[src/rtl/tdc_capture_array.sv]
// Multi-channel delay-line TDC front end: per-channel tapped line, two-flop
// tap pipeline, first-arrival capture (coarse edge index + fine popcount),
// self-test launch and valid/ready result hand-off.

// Tapped delay line. "RCA" builds the line as the carry chain of all-ones
// plus din, so each sum tap is the inverted carry; "BUF" is a plain
// non-inverting chain.
module delay_line #(
  parameter int N       = 64,
  parameter     DL_TYPE = "RCA"
) (
  input  logic         din,
  output logic [N-1:0] taps
);
  logic [N-1:0] c;

  assign c[0] = din;

  if (DL_TYPE == "RCA") begin : g_rca
    for (genvar i = 0; i < N; i++) begin : g_bit
      assign taps[i] = 1'b1 ^ c[i];
      if (i < N - 1) begin : g_nxt
        assign c[i+1] = 1'b1 & c[i];
      end
    end
  end else begin : g_buf
    for (genvar i = 0; i < N; i++) begin : g_bit
      assign taps[i] = c[i];
      if (i < N - 1) begin : g_nxt
        assign c[i+1] = c[i];
      end
    end
  end
endmodule

// state  | meaning
// IDLE   | waiting for start; outputs hold last result
// ARM    | evaluating stage-B samples with index >= 1 for first arrivals
// DONE   | result valid, waiting for res_ready
module tdc_capture_array #(
  parameter int N       = 64,
  parameter int CH      = 2,
  parameter     DL_TYPE = "RCA",
  parameter int TAP_INV = 1,
  parameter int CW      = 8,
  localparam int FW     = $clog2(N + 1)
) (
  input  logic             clk,
  input  logic             rst_n,
  input  logic [CH-1:0]    hit,
  input  logic             start,
  input  logic             selftest,
  output logic             busy,
  output logic             res_valid,
  input  logic             res_ready,
  output logic [CH-1:0]    res_seen,
  output logic [CH*CW-1:0] res_coarse,
  output logic [CH*FW-1:0] res_fine
);

  typedef enum logic [1:0] {S_IDLE, S_ARM, S_DONE} state_e;

  state_e state_q, state_d;
  logic   mode_q, mode_d;
  logic   launch_q, launch_d;

  logic [CH-1:0]         line_in;
  logic [CH-1:0][N-1:0]  taps_raw;
  logic [CH-1:0][N-1:0]  sta_q;
  logic [CH-1:0][N-1:0]  stb_q;
  logic [CH-1:0][FW-1:0] pop;

  // Index of the sample currently in stage B; one extra bit marks the
  // not-yet-valid (negative) indices right after arming.
  logic [CW:0] k_q, k_d;
  logic        eval;

  logic [CH-1:0]         seen_q, seen_d;
  logic [CH-1:0][CW-1:0] coarse_q, coarse_d;
  logic [CH-1:0][FW-1:0] fine_q, fine_d;

  for (genvar c = 0; c < CH; c++) begin : g_ch
    assign line_in[c] = mode_q ? launch_q : hit[c];

    delay_line #(
      .N      (N),
      .DL_TYPE(DL_TYPE)
    ) u_dl (
      .din (line_in[c]),
      .taps(taps_raw[c])
    );
  end

  // Two-flop tap synchroniser; runs every cycle regardless of state.
  always_ff @(posedge clk or negedge rst_n) begin
    if (!rst_n) begin
      sta_q <= '0;
      stb_q <= '0;
    end else begin
      sta_q <= (TAP_INV != 0) ? ~taps_raw : taps_raw;
      stb_q <= sta_q;
    end
  end

  // Fine code is a plain ones count so bubbles in the thermometer code
  // cost at most their own weight.
  always_comb begin
    pop = '0;
    for (int c = 0; c < CH; c++) begin
      for (int i = 0; i < N; i++) begin
        pop[c] = pop[c] + FW'(stb_q[c][i]);
      end
    end
  end

  assign eval = (state_q == S_ARM) && !k_q[CW] && (k_q[CW-1:0] != '0);

  // Next-state, capture and launch logic.
  always_comb begin
    state_d  = state_q;
    mode_d   = mode_q;
    launch_d = launch_q;
    k_d      = k_q;
    seen_d   = seen_q;
    coarse_d = coarse_q;
    fine_d   = fine_q;
    case (state_q)
      S_IDLE: begin
        if (start) begin
          state_d  = S_ARM;
          mode_d   = selftest;
          launch_d = selftest;
          k_d      = '1;
          seen_d   = '0;
          coarse_d = '1;
          fine_d   = '0;
        end
      end
      S_ARM: begin
        k_d = k_q + (CW + 1)'(1);
        if (eval) begin
          for (int c = 0; c < CH; c++) begin
            if (!seen_q[c] && stb_q[c][0]) begin
              seen_d[c]   = 1'b1;
              coarse_d[c] = k_q[CW-1:0];
              fine_d[c]   = pop[c];
            end
          end
          if ((&seen_d) || (&k_q[CW-1:0])) begin
            state_d = S_DONE;
          end
        end
      end
      S_DONE: begin
        if (res_ready) begin
          state_d  = S_IDLE;
          launch_d = 1'b0;
        end
      end
      default: state_d = S_IDLE;
    endcase
  end

  // Control and result registers.
  always_ff @(posedge clk or negedge rst_n) begin
    if (!rst_n) begin
      state_q  <= S_IDLE;
      mode_q   <= 1'b0;
      launch_q <= 1'b0;
      k_q      <= '0;
      seen_q   <= '0;
      coarse_q <= '0;
      fine_q   <= '0;
    end else begin
      state_q  <= state_d;
      mode_q   <= mode_d;
      launch_q <= launch_d;
      k_q      <= k_d;
      seen_q   <= seen_d;
      coarse_q <= coarse_d;
      fine_q   <= fine_d;
    end
  end

  assign busy       = (state_q != S_IDLE);
  assign res_valid  = (state_q == S_DONE);
  assign res_seen   = seen_q;
  assign res_coarse = coarse_q;
  assign res_fine   = fine_q;

endmodule
[config.mk]
export PLATFORM = sky130hd
export DESIGN_NAME = tdc_capture_array
export DESIGN_NICKNAME = d
export VERILOG_FILES = /design/src/rtl/tdc_capture_array.sv
export SDC_FILE = /design/constraint.sdc
export NUM_CORES = 1
export LEC_CHECK = 0
export ABC_AREA = 0
export CAP_MARGIN = 20
export CORE_MARGIN = 2
export CORE_UTILIZATION = 60
export CTS_BUF_LIST = sky130_fd_sc_hd__clkbuf_2 sky130_fd_sc_hd__clkbuf_4 sky130_fd_sc_hd__clkbuf_8
export DETAILED_ROUTE_END_ITERATION = 16
export HOLD_SLACK_MARGIN = 0.12
export PLACE_DENSITY = 0.77
export SLEW_MARGIN = 20
export SYNTH_ARGS = -nofsm -noshare
export SYNTH_HDL_FRONTEND = slang
export SYNTH_HIERARCHICAL = 1
export SYNTH_SLANG_ARGS = --single-unit
[constraint.sdc]
create_clock -name clk -period 6.1 [get_ports clk]
set_input_delay 0.915 -clock clk [delete_from_list [all_inputs] [get_ports clk]]
set_output_delay 0.915 -clock clk [all_outputs]
set_load 0.005 [all_outputs]
; Word-level counts from Yosys, hierarchy flattened
; Cells that the tools add are included.
[totals]
output_inout_bits = 34
ff_bits = 301
word_cells = 204
inputBits = 7
[classes]
n_reduce_logical = 22
eq_ne = 8
bitwise_logic = 3
n_addsub = 127
n_mux = 31
[ops]
columns = cell, count
row1 = adder 7 x 1 -> 7 bit, 114
row2 = inverter 128 bit, 1
row3 = two-way mux 16 bit, 2
row4 = one-hot mux 16 bit (2 select lines), 1
row5 = two-way mux 14 bit, 2
row6 = one-hot mux 14 bit (2 select lines), 1
row7 = one-hot mux 9 bit (2 select lines), 1
row8 = two-way mux 8 bit, 2
row9 = adder 6 x 1 -> 7 bit, 2
row10 = two-way mux 7 bit, 2
row11 = adder 5 x 1 -> 6 bit, 2
row12 = two-way mux 2 bit, 6
row13 = AND reduction 4 bit, 3
row14 = adder 4 x 1 -> 5 bit, 2
row15 = two-way mux 1 bit, 10
row16 = adder 9 x 1 -> 9 bit (second input constant), 1
row17 = two-way mux 9 bit, 1
row18 = adder 3 x 1 -> 4 bit, 2
row19 = != test 2 x 1 -> 1 bit (second input constant), 4
row20 = AND reduction 8 bit, 1
row21 = nonzero test 8 bit, 1
row22 = adder 2 x 1 -> 3 bit, 2
row23 = one-hot mux 2 bit (3 select lines), 1
row24 = AND reduction 2 bit, 3
row25 = other kinds (13), 24

; Longest topological paths before layout
; Gate-level depths: netlist of the first run.
[depth]
ltp_word = 66
depth_mapped = 20
ltp_nobuf = 20

; By module
; The synthesis of the first run kept the hierarchy.
[modules_own_cells]
columns = mod, area_per_inst_um2, cells_each, n_inst
row1 = tdc_capture_array, 12251.8, 904, 1
row2 = delay_line, 476.7, 64, 2

; Worst setup path before layout of the first run
; OpenSTA, ideal clock, no wires.
[synth_path]
path_type = flip-flop to flip-flop
start = register stb_q[35] in the netlist's numbering
end = register fine_q, in the netlist res_fine[5]
setup_time_ns = 0.121
period_less_slack_ns = 5.735
t_required_ns = 5.979
path_stages_with_launch = 21
arrival_ns = 5.614
setup_slack_ns = 0.365
cell_sequence = dfrtp_1 -> inv_1 -> fa_1 -> inv_1 -> fa_1 -> fa_1 -> inv_1 -> fa_1 -> inv_1 -> fa_1 -> fa_1 -> fa_1 -> inv_1 -> fa_1 -> inv_1 -> ha_1 -> a211oi_1 -> o21bai_1 -> a21oi_1 -> xnor2_1 -> a22o_1
[synth_via]
elab_chain_cells = 32
[synth_lines]
columns = element, line
row1 = "start, declared", 70  ; logic [CH-1:0][N-1:0] stb_q;
row2 = "start signal, assigned", 101  ; stb_q <= sta_q;
row3 = adder 7 x 1 -> 7 bit (29 in a row), 111  ; pop[c] = pop[c] + FW'(stb_q[c][i]);
row4 = two-way mux 7 bit, 143  ; if (!seen_q[c] && stb_q[c][0]) begin
row5 = two-way mux 14 bit, 141  ; if (eval) begin
row6 = one-hot mux 14 bit (2 select lines), 127  ; case (state_q)
row7 = "end signal, assigned", 181  ; fine_q <= fine_d;
row8 = "end, declared", 80  ; logic [CH-1:0][FW-1:0] fine_q, fine_d;
; No other way between the ends. The select of a mux whose other input is x is not followed.
; A chain may end at the register's enable or synchronous reset.

; Worst setup path after layout of the first run
; Ends and elaborated chain as after synthesis.

==> flow_summary.yaml, run 1 <==
routing:
  routedWlPerCell_um: 13.3
  ant_nets: 0
  dr_total_vias: 5910
  first_pass_iters: 7
  drt_wl_total_um: 17200
  drtIter0Drc: 245
  via_per_inst: 4.55
  drc: 0
yosys:
  synth_area_leaders: "dfrtp_1, fa_1, inv_1"
  postSynthCellCount: 1032
  synth-main-ff-cell: "dfrtp_1"
  ys_top_cells_by_count: "inv_1, dfrtp_1, buf_4"
  synth.most_common_cell: "inv_1"
  synth_cell_types: 38
  syn-num-nets: 1179
  synth_top_area_cell: "dfrtp_1"
  seq_area_frac_synth_pct: 57.0
  async_reset_ff_share_pct: 100
  ys_warn_count: 6
  syn_area_um2: 13200
  synthesis.area_per_instance_um2: 12.8
  synth_edf_count: 0
  synth.ff_latch_count: 301
  synth_top_area_share_pct: 57.0
critical_path:
  cp_slowest_stage_delay_ns: 0.56
  crit_path_frequent_cell: "fa_1"
  cp_data_arrival_time_ns: 6.34
  end_kind: "flip-flop"
  critPathRequiredTime_ns: 6.52
  worstSetupPathType: "reg -> reg"
  crit_chain: "inv_1 > fa_1 > inv_1 > fa_1 > fa_1 > inv_1 > fa_1 > inv_1 > fa_1 > fa_1 > fa_1 > inv_1 > fa_1 > inv_1 > ha_4 > a211oi_2 > o21bai_1 > a21oi_2 > xnor2_1 > a22o_1"
  critPathLaunchType: "flip-flop"
  critPathMaxFanout: 2
  crit_slowest_cell: "fa_1"
grt:
  track_usage_pct: 15.8
  grt_max_degree: 196
  antenna_found_initial: 0
  overflow: 0
  grt_pass1_vias: 6351
  grt_pass1_wl_um: 29900
timing:
  slew_headroom_pct: 40.2
  finalHoldViolations: 0
  maxSlewViolCount: 0
  fin_crit_ns: 5.92
  tightest_slew_ns: 0.898
  post-route-period-util_pct: 97.1
  setup_viol: 0
  worst_clock_skew_ns: 0.0156
  fmax_mhz: 169
die:
  initial_core_util_pct: 60.9
  die_w_um: 152
  core_um2: 21700
  io_pins: 41
  dieArea_um2: 23200
  die_h_um: 152
  num_rows: 54
clocking:
  clkTransAtPathRegs_ns: 0.06
  clkLatencyLatePin_ns: 0.53
  cts_buffer_depth: 3
  h-tree-depth: 2
  numCtsBuffers: 42
  cts-root-buf: "clkbuf_8"
  cts_tree: "yes"
  cts.sink_count: 301
final_layout:
  diodes: 0
  syn_to_final_growth_pct: 6.22
  design_area_um2: 14000
  drive_above_1_share_pct: 9.92
  nets: 1136
placement:
  place_congestion: 0.846
  hpwlAfterDp_um: 11400
  place_area_um2: 13000
  io_buffer_count: 40
min_path:
  hold_class: "reg -> reg"
run_status:
  run_status: "complete, no violations"
job:
  drv_cap: 0
-- layout make-up --
cell class	instances	area (um^2)
fill	1454	7660
sequential	301	7530
multi-input combinational	276	3550
inverter	324	1220
clock buffer	63	798
timing repair buffer	44	468
tap	280	350
clock inverter	10	111
-- logic make-up after synthesis --
kind of cell / Yosys count / share of synthesized area (%)
xor+xnor: 11 / 0.730
flops: 301 / 57.0
buf+inv: 455 / 16.6
compound gates: 74 / 4.22
fa+ha+maj: 140 / 19.4
simple gates: 51 / 2.03
-- metrics by stage --
step	cells	hold slack [ns]	utilization, %	setup WS, ns	TNS, ns
6_report	1298	0.340	64.7	0.176	0
3_5_place_dp	1222	0.335	60.0	0.103	0
2_1_floorplan	1032	0.331	-	0.365	0
4_1_cts	1295	0.346	64.2	0.0550	0
3_3_place_gp	1222	0.331	60.0	0.246	0
5_1_grt	1298	0.350	64.7	-0.0135	-0.0306
-- timing repair --
item,4_1_cts,5_1_grt
hold buffers,0,0
setup endpoints to repair,0,6
buffers inserted,0,2
resized for setup,0,13
-- cells in the final DEF, fill, tap and decap left out, types with 12 or more instances in the layout --
cell,instances
fa_1,106
clkbuf_8,52
ha_1,28
clkdlybuf4s50_1,39
inv_1,322
dfrtp_1,301
nand2_1,16
o22a_1,12
-- state kept, by name, summed over array words and instances, names as in the netlist --
register and flops:
res_seen 2, k_q 9, mode_q 1, launch_q 1, res_coarse 16, stb_q 128
sta_q 128, state_q 2, res_fine 14
-- path summary, 6_finish.rpt --
kind / startpoint / endpoint / slack [ns] / depth (start not counted)
worst max-delay path: stb_q[35]$_DFF_PN0_ / res_fine[5]$_DFFE_PN0P_ / 0.18 / 20
worst min-delay path: sta_q[124]$_DFF_PN0_ / stb_q[124]$_DFF_PN0_ / 0.34 / 0
worst max register to register: stb_q[35]$_DFF_PN0_ / res_fine[5]$_DFFE_PN0P_ / 0.18 / 20
worst min register to register: sta_q[124]$_DFF_PN0_ / stb_q[124]$_DFF_PN0_ / 0.34 / 0
max in group asynchronous: rst_n / stb_q[76]$_DFF_PN0_ / 4.29 / 3
min in group asynchronous: rst_n / sta_q[51]$_DFF_PN0_ / 0.39 / 1
-- worst max-delay path, delay by kind of cell, from the launching register on --
family | cells | cell delay (ns)
fa+ha+maj | 9 | 4.36
compound gates | 4 | 0.66
buf+inv | 6 | 0.38
flops | 1 | 0.33
xor+xnor | 1 | 0.07
-- layer usage --
| layer | GRT usage (%) | vias up | part of all wire, % | routed length (um) |
|---|---|---|---|---|
| li1 | - | 2762 | - | - |
| met1 | 22.7 | 2981 | 44 | 7560 |
| met2 | 24.5 | 134 | 49 | 8370 |
| met3 | 3.50 | 33 | 5.1 | 886 |
| met4 | 5.65 | 0 | 2.3 | 393 |
| met5 | 0 | - | 0 | 0 |
Power of run 1 is not shown: default switching activity piles up to over one toggle a cycle in this logic, so the estimate is an artifact.
==> run 2: changes to the inputs <==
TNS_END_PERCENT = 5   (was default)
==> flow_summary.yaml, run 2 (synthesis gave the netlist of run 1 again) <==
run_status:
  run_status: "complete, no violations"
die:
  num_rows: 54
  dieArea_um2: 23200
  io_pins: 41
  die_w_um: 152
  initial_core_util_pct: 60.9
  core_um2: 21700
  die_h_um: 152
timing:
  maxSlewViolCount: 0
  setup_viol: 0
  finalHoldViolations: 0
  slew_headroom_pct: 40.1
  tightest_slew_ns: 0.898
  worst_clock_skew_ns: 0.0156
  fmax_mhz: 169
  rsz0062_at_grt: "true"
  post-route-period-util_pct: 97.1
  layout_setup_ws_ns: 0.174
  fin_crit_ns: 5.93
grt:
  overflow: 0
  grt_max_degree: 196
  grt_pass1_wl_um: 29900
  grt_pass1_vias: 6351
  antenna_found_initial: 0
  track_usage_pct: 15.8
job:
  drv_cap: 0
final_layout:
  final_cells: 1297
  final_common_cell: "inv_1"
  design_area_um2: 14000
  diodes: 0
  n_fill_cell: 1456
  final_util_pct: 64.6
  syn_to_final_growth_pct: 6.16
  drive_above_1_share_pct: 9.83
  final_cell_mix: "inv_1, dfrtp_1, fa_1"
  nets: 1135
routing:
  drc: 0
  dr_total_vias: 5902
  via_per_inst: 4.55
  drtIter0Drc: 246
  drt_wl_total_um: 17200
  routedWlPerCell_um: 13.3
  ant_nets: 0
  first_pass_iters: 6
clocking:
  holdBufCountCts: 0
  clkTransAtPathRegs_ns: 0.06
  cts_buffer_depth: 3
  cts_tree: "yes"
  h-tree-depth: 2
  numCtsBuffers: 42
  cts.sink_count: 301
  clkLatencyLatePin_ns: 0.53
  cts-root-buf: "clkbuf_8"
min_path:
  hp-start: "sta_q[124]$_DFF_PN0_"
  hold_class: "reg -> reg"
placement:
  io_buffer_count: 40
  place_congestion: 0.846
  hpwlAfterDp_um: 11400
  place_area_um2: 13000
  dp_slack_ns: 0.103
  placed_cells: 1222
critical_path:
  critPathMaxFanout: 2
  reg2reg_slack_ns: 0.17
  worstSetupPathType: "reg -> reg"
  cp-startpoint: "stb_q[35]$_DFF_PN0_"
  cp_data_arrival_time_ns: 6.34
  critPathRequiredTime_ns: 6.52
  cp_slowest_stage_delay_ns: 0.56
  r2r-start: "stb_q[35]$_DFF_PN0_"
  crit_slowest_cell: "fa_1"
  crit_chain: "inv_1 > fa_1 > inv_1 > fa_1 > fa_1 > inv_1 > fa_1 > inv_1 > fa_1 > fa_1 > fa_1 > inv_1 > fa_1 > inv_1 > ha_4 > a211oi_2 > o21bai_1 > a21oi_2 > xnor2_1 > a22o_1"
  end_kind: "flip-flop"
  crit_path_frequent_cell: "fa_1"
  critPathLaunchType: "flip-flop"
-- run 2: cell types whose count changed in the layout (fill, tap and decap cells not counted), sizes merged --
cell,delta
buf,-1
-- run 2: final timing paths --
check	endpoint	cells after the start
worst max-delay path	res_fine[5]$_DFFE_PN0P_	20
worst min-delay path	stb_q[124]$_DFF_PN0_	0
worst max register to register	res_fine[5]$_DFFE_PN0P_	20
worst min register to register	stb_q[124]$_DFF_PN0_	0
max in group asynchronous	stb_q[76]$_DFF_PN0_	3
min in group asynchronous	sta_q[51]$_DFF_PN0_	1
-- run 2: metrics by stage --
| stage | setup TNS (ns) | hold slack, ns |
|---|---|---|
| 2_1_floorplan | 0 | 0.331 |
| 3_5_place_dp | 0 | 0.335 |
| 3_3_place_gp | 0 | 0.331 |
| 4_1_cts | 0 | 0.346 |
| 6_report | 0 | 0.340 |
| 5_1_grt | -0.0721 | 0.350 |
-- run 2: layout make-up --
cell class,instances,area [um^2],share of cell area (%)
multi-input cells,276,3550,25.3
repair buffers,43,460,3.28
clock buffers,63,798,5.69
flip-flops and latches,301,7530,53.7
inverters,324,1220,8.69
clock inverters,10,111,0.794
well taps,280,350,2.50
-- run 2: metal layers --
| metal | track usage, % | vias up | part of all wire (%) |
|---|---|---|---|
| met1 | 22.7 | 2971 | 44 |
| met5 | 0 | - | 0 |
| li1 | - | 2759 | - |
| met4 | 5.65 | 0 | 2.3 |
| met2 | 24.5 | 139 | 49 |
| met3 | 3.50 | 33 | 5.1 |
-- run 2: worst max-delay path, delay by kind of cell, from the launching register on --
kind / cells / cell delay (ns)
AOI/OAI and AO/OA: 4 / 0.66
xor gates and xnor gates: 1 / 0.07
adders and majority gates: 9 / 4.36
buffers and inverters: 6 / 0.38
DFF: 1 / 0.33
-- run 2: repair_timing --
item / in CTS / in global routing
setup buffers: 0 / 1
gates resized for setup: 0 / 13
endpoints found under the setup margin: 0 / 6
Power of run 2 is left out for the same reason.
==> run 3: changes to the inputs <==
ABC_AREA = 1   (was 0)
==> flow_summary.yaml, run 3 <==
run_status:
  run_status: "complete, no violations"
yosys:
  ys_warn_count: 6
  synthesis.area_per_instance_um2: 11.6
  synth.ff_latch_count: 301
  synth_area_leaders: "dfrtp_1, fa_1, inv_1"
  synth.most_common_cell: "inv_1"
  synth_top_area_cell: "dfrtp_1"
  async_reset_ff_share_pct: 100
  ys_top_cells_by_count: "inv_1, dfrtp_1, nand2_1"
  syn_area_um2: 13500
  synth_edf_count: 0
  postSynthCellCount: 1169
  seq_area_frac_synth_pct: 55.7
  synth-main-ff-cell: "dfrtp_1"
  syn-num-nets: 1316
  synth_top_area_share_pct: 55.7
  synth_cell_types: 26
final_layout:
  syn_to_final_growth_pct: 5.77
  nets: 1276
  final_cell_mix: "inv_1, dfrtp_1, nand2_1"
  n_fill_cell: 1525
  drive_above_1_share_pct: 9.44
  diodes: 0
  final_common_cell: "inv_1"
clocking:
  cts-root-buf: "clkbuf_8"
  numCtsBuffers: 46
  cts_buffer_depth: 3
  cts_tree: "yes"
  post_cts_buffers: 0
  h-tree-depth: 2
  clkTransAtPathRegs_ns: 0.07
  cts.sink_count: 301
  clkLatencyLatePin_ns: 0.54
  holdBufCountCts: 0
  post_cts_resized: 0
critical_path:
  worstSetupPathType: "reg -> reg"
  critPathMaxFanout: 3
  reg2reg_slack_ns: 0.42
  cp_slowest_stage_delay_ns: 0.54
  end_kind: "flip-flop"
  crit_path_frequent_cell: "fa_1"
  critPathRequiredTime_ns: 6.58
  critPathLaunchType: "flip-flop"
  cp_data_arrival_time_ns: 6.16
  crit_slowest_cell: "fa_1"
  reg2reg_depth: 20
  crit_chain: "inv_1 > fa_1 > inv_1 > fa_1 > fa_1 > inv_1 > fa_1 > inv_1 > fa_1 > fa_1 > fa_1 > inv_1 > fa_1 > fa_1 > inv_1 > nand3_1 > nand2_1 > or2_2 > nand3_1 > nand2_1"
timing:
  setup_viol: 0
  post-route-period-util_pct: 93.1
  setup_tns_ns: 0
  worst_clock_skew_ns: 0.0116
  finalHoldViolations: 0
  tightest_slew_ns: 0.933
  slew_headroom_pct: 37.8
  maxSlewViolCount: 0
  fin_crit_ns: 5.68
  fmax_mhz: 176
  rsz0062_at_grt: "false"
die:
  die_w_um: 154
  num_rows: 54
  dieArea_um2: 23800
  core_um2: 22000
  io_pins: 41
  die_h_um: 154
  initial_core_util_pct: 61.6
placement:
  place_congestion: 0.852
  hpwlAfterDp_um: 12700
  io_buffer_count: 40
routing:
  first_pass_iters: 4
  drt_wl_total_um: 18500
  via_per_inst: 4.53
  ant_nets: 0
  drtIter0Drc: 332
  dr_total_vias: 6551
  routedWlPerCell_um: 12.8
  drc: 0
min_path:
  whs_path_depth: 0
  hold_class: "reg -> reg"
grt:
  overflow: 0
  track_usage_pct: 17.0
  grt_max_degree: 130
  grt_pass1_wl_um: 32300
  antenna_found_initial: 0
  grt_pass1_vias: 7024
job:
  drv_cap: 0
-- run 3: changes by cell type in the layout (fill, tap and decap cells not counted), moves of 9 or more --
cell	change
inv_1	+25
nand2_1	+129
clkbuf_4	+9
o22a_1	-12
a22o_1	-11
nand3_1	+40
-- run 3: final cells by class --
type                            instances  area (um^2)  area share, %
Multi-Input combinational cell        383         3680           25.7
Sequential cell                       301         7530           52.6
Tap cell                              280          350           2.45
Clock buffer                           74          893           6.24
Clock inverter                         10         85.1          0.595
Timing Repair Buffer                   43          440           3.08
Inverter                              354         1330           9.29
-- run 3: worst max-delay path: cells and delay by family (launching register included) --
family                     cells  cell delay (ns)
buffers and inverters          6             0.40
and+or+nand+nor                5             0.40
DFF                            1             0.33
adders and majority gates      9             4.49
-- run 3: per-layer routing --
metal  part of all wire, %  GRT usage [%]
met4                   2.3           5.92
met5                     0              0
met1                    45           23.0
met2                    49           27.7
met3                   4.3           3.70
-- run 3: worst paths after layout --
| path | to | from |
|---|---|---|
| setup / recovery | res_fine[4]$_DFFE_PN0P_ | stb_q[35]$_DFF_PN0_ |
| hold / removal | stb_q[98]$_DFF_PN0_ | sta_q[98]$_DFF_PN0_ |
| setup reg to reg | res_fine[4]$_DFFE_PN0P_ | stb_q[35]$_DFF_PN0_ |
| hold reg to reg | stb_q[98]$_DFF_PN0_ | sta_q[98]$_DFF_PN0_ |
| max in group asynchronous | sta_q[127]$_DFF_PN0_ | rst_n |
| min in group asynchronous | sta_q[46]$_DFF_PN0_ | rst_n |
-- run 3: stage by stage --
stage	instances	hold slack (ns)	setup slack [ns]	instance area (um^2)	util [%]
6_report	1445	0.341	0.420	14300	65.2
3_3_place_gp	1361	0.331	0.538	13300	60.7
4_1_cts	1445	0.344	0.392	14300	65.2
5_1_grt	1445	0.347	0.150	14300	65.2
2_1_floorplan	1169	0.331	0.639	13500	-
3_5_place_dp	1361	0.335	0.408	13300	60.7
-- run 3: cell families after synthesis --
| group | synth area share (%) |
|---|---|
| buf+inv | 17.1 |
| flops | 55.7 |
| simple gates | 7.35 |
| fa+ha+maj | 18.9 |
| compound gates | 0.841 |
| xor+xnor | 0.0647 |
Power of run 3 is left out for the same reason.
